<file path="src/rtl/alu_op_sequencer_if.sv">
// Handshake and ALU-side bundle for alu_op_sequencer: request in, ALU drive/return, result out.
// The sequencer uses the slave modport; the issuing stage (and the ALU return) use master.
interface alu_op_sequencer_if;
    logic        in_valid_i;
    logic        in_ready_o;
    logic        is_rtype_i;
    logic [2:0]  funct3_i;
    logic [6:0]  funct7_i;
    logic [31:0] rs1_val_i;
    logic [31:0] rs2_val_i;
    logic [31:0] imm_i;
    logic [31:0] alu_operand1_o;
    logic [31:0] alu_operand2_o;
    logic [3:0]  alu_ctrl_o;
    logic [31:0] alu_result_i;
    logic        out_valid_o;
    logic        out_ready_i;
    logic [31:0] result_o;
    logic        illegal_o;

    modport slave (
        input  in_valid_i, is_rtype_i, funct3_i, funct7_i, rs1_val_i, rs2_val_i, imm_i,
        input  alu_result_i, out_ready_i,
        output in_ready_o, alu_operand1_o, alu_operand2_o, alu_ctrl_o,
        output out_valid_o, result_o, illegal_o
    );

    modport master (
        output in_valid_i, is_rtype_i, funct3_i, funct7_i, rs1_val_i, rs2_val_i, imm_i,
        output alu_result_i, out_ready_i,
        input  in_ready_o, alu_operand1_o, alu_operand2_o, alu_ctrl_o,
        input  out_valid_o, result_o, illegal_o
    );
endinterface

</file>
<file path="src/rtl/alu_op_sequencer.sv">
// Issue-side driver for the combinational ALU: decodes OP/OP-IMM funct fields, holds registered
// operands/control on the ALU for 1 cycle (MUL_CYCLES for MUL) and returns the captured result.
module alu_op_sequencer #(
    parameter int unsigned MUL_CYCLES = 3
) (
    input logic               clk_i,
    input logic               rst_i,
    alu_op_sequencer_if.slave bus
);

    typedef enum logic [1:0] {
        IDLE = 2'd0,
        EXEC = 2'd1,
        DONE = 2'd2
    } state_e;

    localparam logic [3:0] CTRL_AND     = 4'b0000;
    localparam logic [3:0] CTRL_XOR     = 4'b0001;
    localparam logic [3:0] CTRL_ADD     = 4'b0010;
    localparam logic [3:0] CTRL_SLL     = 4'b0011;
    localparam logic [3:0] CTRL_SUB     = 4'b0110;
    localparam logic [3:0] CTRL_SRA     = 4'b0111;
    localparam logic [3:0] CTRL_MUL     = 4'b1000;
    localparam logic [3:0] CTRL_ILLEGAL = 4'b1111;
    localparam logic [3:0] MUL_LOAD     = 4'(MUL_CYCLES - 1);

    localparam logic [6:0] F7_ZERO = 7'b0000000;
    localparam logic [6:0] F7_ALT  = 7'b0100000;
    localparam logic [6:0] F7_MUL  = 7'b0000001;

    state_e      state_q, state_d;
    logic [3:0]  cnt_q, cnt_d;
    logic [31:0] op1_q, op1_d;
    logic [31:0] op2_q, op2_d;
    logic [3:0]  ctrl_q, ctrl_d;
    logic        flag_q, flag_d;
    logic [31:0] result_q, result_d;
    logic        illegal_q, illegal_d;

    logic [3:0]  dec_ctrl;
    logic        dec_illegal;
    logic        f7_zero_or_imm;

    // OP-IMM has no funct7, so AND/XOR accept any upper immediate bits there.
    always_comb begin
        dec_ctrl       = CTRL_ILLEGAL;
        dec_illegal    = 1'b1;
        f7_zero_or_imm = !bus.is_rtype_i || (bus.funct7_i == F7_ZERO);
        case (bus.funct3_i)
            3'b000: begin
                if (f7_zero_or_imm) begin
                    dec_ctrl    = CTRL_ADD;
                    dec_illegal = 1'b0;
                end else if (bus.funct7_i == F7_ALT) begin
                    dec_ctrl    = CTRL_SUB;
                    dec_illegal = 1'b0;
                end else if (bus.funct7_i == F7_MUL) begin
                    dec_ctrl    = CTRL_MUL;
                    dec_illegal = 1'b0;
                end
            end
            3'b111: begin
                if (f7_zero_or_imm) begin
                    dec_ctrl    = CTRL_AND;
                    dec_illegal = 1'b0;
                end
            end
            3'b100: begin
                if (f7_zero_or_imm) begin
                    dec_ctrl    = CTRL_XOR;
                    dec_illegal = 1'b0;
                end
            end
            3'b001: begin
                if (bus.funct7_i == F7_ZERO) begin
                    dec_ctrl    = CTRL_SLL;
                    dec_illegal = 1'b0;
                end
            end
            3'b101: begin
                if (bus.funct7_i == F7_ALT) begin
                    dec_ctrl    = CTRL_SRA;
                    dec_illegal = 1'b0;
                end
            end
            default: begin
                dec_ctrl    = CTRL_ILLEGAL;
                dec_illegal = 1'b1;
            end
        endcase
    end

    always_comb begin
        state_d   = state_q;
        cnt_d     = cnt_q;
        op1_d     = op1_q;
        op2_d     = op2_q;
        ctrl_d    = ctrl_q;
        flag_d    = flag_q;
        result_d  = result_q;
        illegal_d = illegal_q;
        case (state_q)
            IDLE: begin
                if (bus.in_valid_i) begin
                    op1_d   = bus.rs1_val_i;
                    op2_d   = bus.is_rtype_i ? bus.rs2_val_i : bus.imm_i;
                    ctrl_d  = dec_ctrl;
                    flag_d  = dec_illegal;
                    cnt_d   = (dec_ctrl == CTRL_MUL) ? MUL_LOAD : 4'd0;
                    state_d = EXEC;
                end
            end
            EXEC: begin
                // The ALU path is multicycle for MUL; only sample once the count has drained.
                if (cnt_q != 4'd0) begin
                    cnt_d = cnt_q - 4'd1;
                end else begin
                    result_d  = flag_q ? 32'd0 : bus.alu_result_i;
                    illegal_d = flag_q;
                    state_d   = DONE;
                end
            end
            DONE: begin
                if (bus.out_ready_i) begin
                    state_d = IDLE;
                end
            end
            default: begin
                state_d = IDLE;
            end
        endcase
    end

    always_ff @(posedge clk_i) begin
        if (rst_i) begin
            state_q   <= IDLE;
            cnt_q     <= 4'd0;
            op1_q     <= 32'd0;
            op2_q     <= 32'd0;
            ctrl_q    <= CTRL_AND;
            flag_q    <= 1'b0;
            result_q  <= 32'd0;
            illegal_q <= 1'b0;
        end else begin
            state_q   <= state_d;
            cnt_q     <= cnt_d;
            op1_q     <= op1_d;
            op2_q     <= op2_d;
            ctrl_q    <= ctrl_d;
            flag_q    <= flag_d;
            result_q  <= result_d;
            illegal_q <= illegal_d;
        end
    end

    assign bus.in_ready_o     = (state_q == IDLE);
    assign bus.out_valid_o    = (state_q == DONE);
    assign bus.alu_operand1_o = op1_q;
    assign bus.alu_operand2_o = op2_q;
    assign bus.alu_ctrl_o     = ctrl_q;
    assign bus.result_o       = result_q;
    assign bus.illegal_o      = illegal_q;

endmodule
</file>
<file path="src/flat_wrapper.sv">
// flat-port wrapper written by rule: the top's interface ports become plain ports
module alu_op_sequencer_flat 
#(
    parameter int unsigned MUL_CYCLES = 3
)
  (clk_i, rst_i, bus_in_valid_i, bus_is_rtype_i, bus_funct3_i, bus_funct7_i, bus_rs1_val_i, bus_rs2_val_i, bus_imm_i, bus_alu_result_i, bus_out_ready_i, bus_in_ready_o, bus_alu_operand1_o, bus_alu_operand2_o, bus_alu_ctrl_o, bus_out_valid_o, bus_result_o, bus_illegal_o);
  alu_op_sequencer_if bus_i ();
  input logic clk_i;
  input logic rst_i;
  input wire logic [$bits(bus_i.in_valid_i)-1:0] bus_in_valid_i;
  input wire logic [$bits(bus_i.is_rtype_i)-1:0] bus_is_rtype_i;
  input wire logic [$bits(bus_i.funct3_i)-1:0] bus_funct3_i;
  input wire logic [$bits(bus_i.funct7_i)-1:0] bus_funct7_i;
  input wire logic [$bits(bus_i.rs1_val_i)-1:0] bus_rs1_val_i;
  input wire logic [$bits(bus_i.rs2_val_i)-1:0] bus_rs2_val_i;
  input wire logic [$bits(bus_i.imm_i)-1:0] bus_imm_i;
  input wire logic [$bits(bus_i.alu_result_i)-1:0] bus_alu_result_i;
  input wire logic [$bits(bus_i.out_ready_i)-1:0] bus_out_ready_i;
  output wire logic [$bits(bus_i.in_ready_o)-1:0] bus_in_ready_o;
  output wire logic [$bits(bus_i.alu_operand1_o)-1:0] bus_alu_operand1_o;
  output wire logic [$bits(bus_i.alu_operand2_o)-1:0] bus_alu_operand2_o;
  output wire logic [$bits(bus_i.alu_ctrl_o)-1:0] bus_alu_ctrl_o;
  output wire logic [$bits(bus_i.out_valid_o)-1:0] bus_out_valid_o;
  output wire logic [$bits(bus_i.result_o)-1:0] bus_result_o;
  output wire logic [$bits(bus_i.illegal_o)-1:0] bus_illegal_o;
  assign bus_i.in_valid_i = bus_in_valid_i;
  assign bus_i.is_rtype_i = bus_is_rtype_i;
  assign bus_i.funct3_i = bus_funct3_i;
  assign bus_i.funct7_i = bus_funct7_i;
  assign bus_i.rs1_val_i = bus_rs1_val_i;
  assign bus_i.rs2_val_i = bus_rs2_val_i;
  assign bus_i.imm_i = bus_imm_i;
  assign bus_i.alu_result_i = bus_alu_result_i;
  assign bus_i.out_ready_i = bus_out_ready_i;
  assign bus_in_ready_o = bus_i.in_ready_o;
  assign bus_alu_operand1_o = bus_i.alu_operand1_o;
  assign bus_alu_operand2_o = bus_i.alu_operand2_o;
  assign bus_alu_ctrl_o = bus_i.alu_ctrl_o;
  assign bus_out_valid_o = bus_i.out_valid_o;
  assign bus_result_o = bus_i.result_o;
  assign bus_illegal_o = bus_i.illegal_o;
  alu_op_sequencer #(.MUL_CYCLES(MUL_CYCLES)) u_core (.clk_i(clk_i), .rst_i(rst_i), .bus(bus_i));
endmodule
</file>
<file path="config.mk">
export PLATFORM = sky130hd
export DESIGN_NAME = alu_op_sequencer_flat
export DESIGN_NICKNAME = d
export VERILOG_FILES = /design/src/rtl/alu_op_sequencer_if.sv /design/src/rtl/alu_op_sequencer.sv /design/src/flat_wrapper.sv
export SDC_FILE = /design/constraint.sdc
export NUM_CORES = 1
export LEC_CHECK = 0
export ABC_AREA = 1
export BUFFER_PORTS_ARGS = -buffer_cell sky130_fd_sc_hd__buf_4
export CAP_MARGIN = 40
export CORE_MARGIN = 5
export CORE_UTILIZATION = 39
export CTS_CLUSTER_DIAMETER = 60
export CTS_CLUSTER_SIZE = 20
export DETAILED_ROUTE_END_ITERATION = 16
export GPL_TIMING_DRIVEN = 0
export HOLD_SLACK_MARGIN = 0.06
export PLACE_DENSITY = 0.76
export SYNTH_ARGS = -nofsm -noshare
export SYNTH_HDL_FRONTEND = slang
export SYNTH_SLANG_ARGS = --single-unit
</file>
<file path="constraint.sdc">
create_clock -name clk_i -period 1.6 [get_ports clk_i]
set_clock_uncertainty 0.15 [all_clocks]
set_input_delay 0.32 -clock clk_i [delete_from_list [all_inputs] [get_ports clk_i]]
set_output_delay 0.32 -clock clk_i [all_outputs]
set_load 0.01 [all_outputs]
</file>
==> impl_metrics.json <==
{
  "status": "finished, violations left",
  "violations": "negative setup slack",
  "cp-endpoint": "u_core.cnt_q[3]$_SDFFE_PP0P_",
  "die_y_um": 113,
  "post-place-cells": 815,
  "clk_pin_slew_ps": 110,
  "nNetsFinal": 914,
  "cts_root_buf": "clkbuf_8",
  "synth_top_area_share_pct": 52.5,
  "crit_chain": "inv_2 > ha_4 > inv_2 > nor3_4 > buf_4 > buf_6 > o21ai_4 > and3_4 > nor3_2",
  "period_share_pct": 105,
  "crit_type": "reg2reg",
  "die-area_um2": 12700,
  "core_um2": 10300,
  "worstMarginPinSlew_ps": 495,
  "synth-seq-area-share_pct": 52.5,
  "rsz0062_at_grt": "true",
  "crit_path_frequent_cell": "inv_2",
  "remaining_drc_errors": 0,
  "drt_wl_total_mm": 15.4,
  "fp.dieW_um": 113,
  "whs_ps": 70.9,
  "max_clock_freq_mhz": 596,
  "synth.area.top_cells": "dfxtp_1 53%, mux2i_1 7.8%, a22o_1 7.2%, a22oi_1 5.7%, nand2_1 4.8%",
  "cts_buffers": 9,
  "diodes": 0,
  "p_leak_nw": 3.50,
  "cp-startpoint": "u_core.cnt_q[1]$_SDFFE_PP0P_",
  "cts_tree": "done",
  "r2r_setup_slack_ps": -80,
  "viasPerCell": 4.90,
  "met3_usage_pct": 7.49,
  "dr.pass1.iters": 5,
  "vdd_drop_max_mv": 0.561,
  "initial_core_util_pct": 39.9,
  "grt-ovfl-total": 0,
  "drive_above_1_share_pct": 45.5,
  "utilization_pct": 71.2,
  "grt_pass1_vias": 4741,
  "ios": 246,
  "routabilityCongestion": 0.844,
  "r2r_start": "u_core.cnt_q[1]$_SDFFE_PP0P_",
  "start_kind": "register",
  "r2r_end": "u_core.cnt_q[3]$_SDFFE_PP0P_",
  "htreeDepth": 3,
  "path_max_fanout": 7,
  "fin_crit_ps": 1680,
  "grt_antenna_before_repair": 0,
  "area_growth_pct": 78.7,
  "grt_pass1_wl_mm": 23.9,
  "grt-busiest-layer": "met2",
  "final_max_slew_viol_count": 0,
  "clk_latency_ps": 350,
  "dp_hpwl_mm": 10.5,
  "final_area_um2": 7350,
  "post_synth.cell_area_avg_um2": 9.46,
  "crit_path_end_kind": "register",
  "dpl_cell_area_um2": 6120,
  "rr_worst_depth": 9,
  "syn_area_um2": 4120,
  "cp_slowest_stage_delay_ps": 350,
  "track_usage_pct": 23.1,
  "synthCells": 435,
  "rows": 37,
  "finalSetupViolCount": 32,
  "drt-initial-drc-count": 262,
  "ys_types": 28,
  "finalPower_mw": 7.00,
  "wl_per_cell_um": 16.9,
  "grtUsageMet2_pct": 43.1,
  "power_density_nw_per_um2": 951,
  "finalHoldViolations": 0,
  "cp.required_ps": 1700,
  "cp.arrival_ps": 1780,
  "yosysWarningCount": 0,
  "maxSlewHeadroom_pct": 67.0,
  "hp-class": "in2reg",
  "synth-seq-cells": 108,
  "vias": 4464,
  "cts_buffer_depth": 2,
  "gr-usage-met1_pct": 25.0,
  "cap_violations": 0,
  "grt_start_max_net_pins": 21,
  "port_buffers": 244,
  "fin_ws_ps": -78.9,
  "synth.net_count": 579,
  "clkSinkCount": 108,
  "post_layout_nonfiller_instances": 911,
  "ant_nets": 0,
  "synth_top_cell_by_area": "dfxtp_1",
  "slowest_stage": "dfxtp_2"
}
[power breakdown]
| group | internal [mW] | total, mW | switching, mW |
|---|---|---|---|
| logic | 1.14 | 2.09 | 0.957 |
| clock network | 0.764 | 1.76 | 0.997 |
| registers | 2.96 | 3.14 | 0.183 |
[layout make-up]
type	instances	area [um2]
Tap cell	136	170
Buffer	27	216
Fill cell	746	2970
Multi-Input combinational cell	275	1870
Clock buffer	9	124
Inverter	25	98.8
Timing Repair Buffer	324	2620
Clock inverter	7	87.6
Sequential cell	108	2170
[layer usage]
metal  wire, um  vias to the layer above
met5          0                        -
met4        306                        0
met3       1460                       26
met2       7820                      204
met1       5780                     2062
li1           -                     2172
[cell usage after synthesis]
master	n
o21ai_0	9
mux2i_1	32
clkbuf_1	2
dfxtp_1	108
buf_2	17
buf_6	4
a31oi_1	3
and3_1	2
nor3_1	4
o21ai_1	30
nor2_1	50
a22oi_1	31
a21oi_1	8
nor2_8	1
inv_1	22
buf_4	3
o211ai_1	1
o21ai_2	2
nor3_4	1
nor2_4	3
nand2_4	2
nand2_1	53
buf_1	1
inv_2	3
a22o_1	34
nor2_2	1
ha_1	1
nand3_1	7
[worst max-delay path, delay by kind of cell, from the launching register on]
kind            cells  cell delay, ps
flops               1             350
compound gates      1             240
buf+inv             4             370
fa+ha+maj           1             160
simple gates        3             310
[metrics by stage]
stage	TNS (ps)	worst slack, ps
after floorplan	0	17.7
after global placement	-3630	-130
after detailed placement	-5720	-222
after CTS	-3550	-127
after global routing	-4600	-202
final	-908	-78.9
[cells in the final DEF (no fill, tap or decap), drive strengths merged]
master       netlist  layout
a21oi              8       8
a22o              34      34
a22oi             31      31
a31oi              3       3
and3               2       2
buf               25     282
bufinv             0       1
clkbuf             2      11
clkinv             0       2
dfxtp            108     108
dlygate4sd3        0      67
ha                 1       1
inv               25      29
mux2i             32      32
nand2             55      55
nand3              7       7
nor2              55      55
nor3               5       5
o211ai             1       1
o21ai             41      41
[kinds of logic (layout without fill, tap and decap cells)]
group           Yosys count  after routing  synth area share [%]
compound gates          118            118                  19.7
simple gates            124            124                  13.4
buf+inv                  52            392                  6.26
mux                      32             32                  7.78
flops                   108            108                  52.5
fa+ha+maj                 1              1                 0.304
[registers in the layout, indices dropped and copies added (netlist names)]
register	cells
u_core.bus.alu_ctrl_o	4
u_core.state_q	2
u_core.bus.alu_operand2_o	32
u_core.flag_q	1
u_core.bus.illegal_o	1
u_core.bus.alu_operand1_o	32
u_core.cnt_q	4
u_core.bus.result_o	32
[how the worst min path moves through the flow]
stage | start | to | slack [ps] | cells after the start
2_1_floorplan | u_core.cnt_q[0]$_SDFFE_PP0P_ | u_core.cnt_q[0]$_SDFFE_PP0P_ | 280 | 1
3_3_place_gp | u_core.cnt_q[0]$_SDFFE_PP0P_ | u_core.cnt_q[0]$_SDFFE_PP0P_ | 290 | 1
3_5_place_dp | u_core.bus.alu_operand2_o[18]$_SDFFE_PP0P_ | u_core.bus.alu_operand2_o[18]$_SDFFE_PP0P_ | 300 | 2
4_1_cts | bus_imm_i[9] | u_core.bus.alu_operand2_o[9]$_SDFFE_PP0P_ | 60 | 3
5_1_grt | bus_rs1_val_i[25] | u_core.bus.alu_operand1_o[25]$_SDFFE_PP0P_ | 60 | 2
6_report | bus_imm_i[9] | u_core.bus.alu_operand2_o[9]$_SDFFE_PP0P_ | 70 | 3
[timing repair]
| action | 4_1_cts | 5_1_grt |
|---|---|---|
| hold buffers | 68 | 0 |
| resized for setup | 38 | 40 |
| setup endpoints to repair | 65 | 77 |
| pin swaps | 5 | 9 |
| endpoints found under the hold margin | 67 | 0 |
| setup buffers | 5 | 5 |
| cloned | 3 | 0 |
No activity file was read; power rests on OpenSTA's default activity.
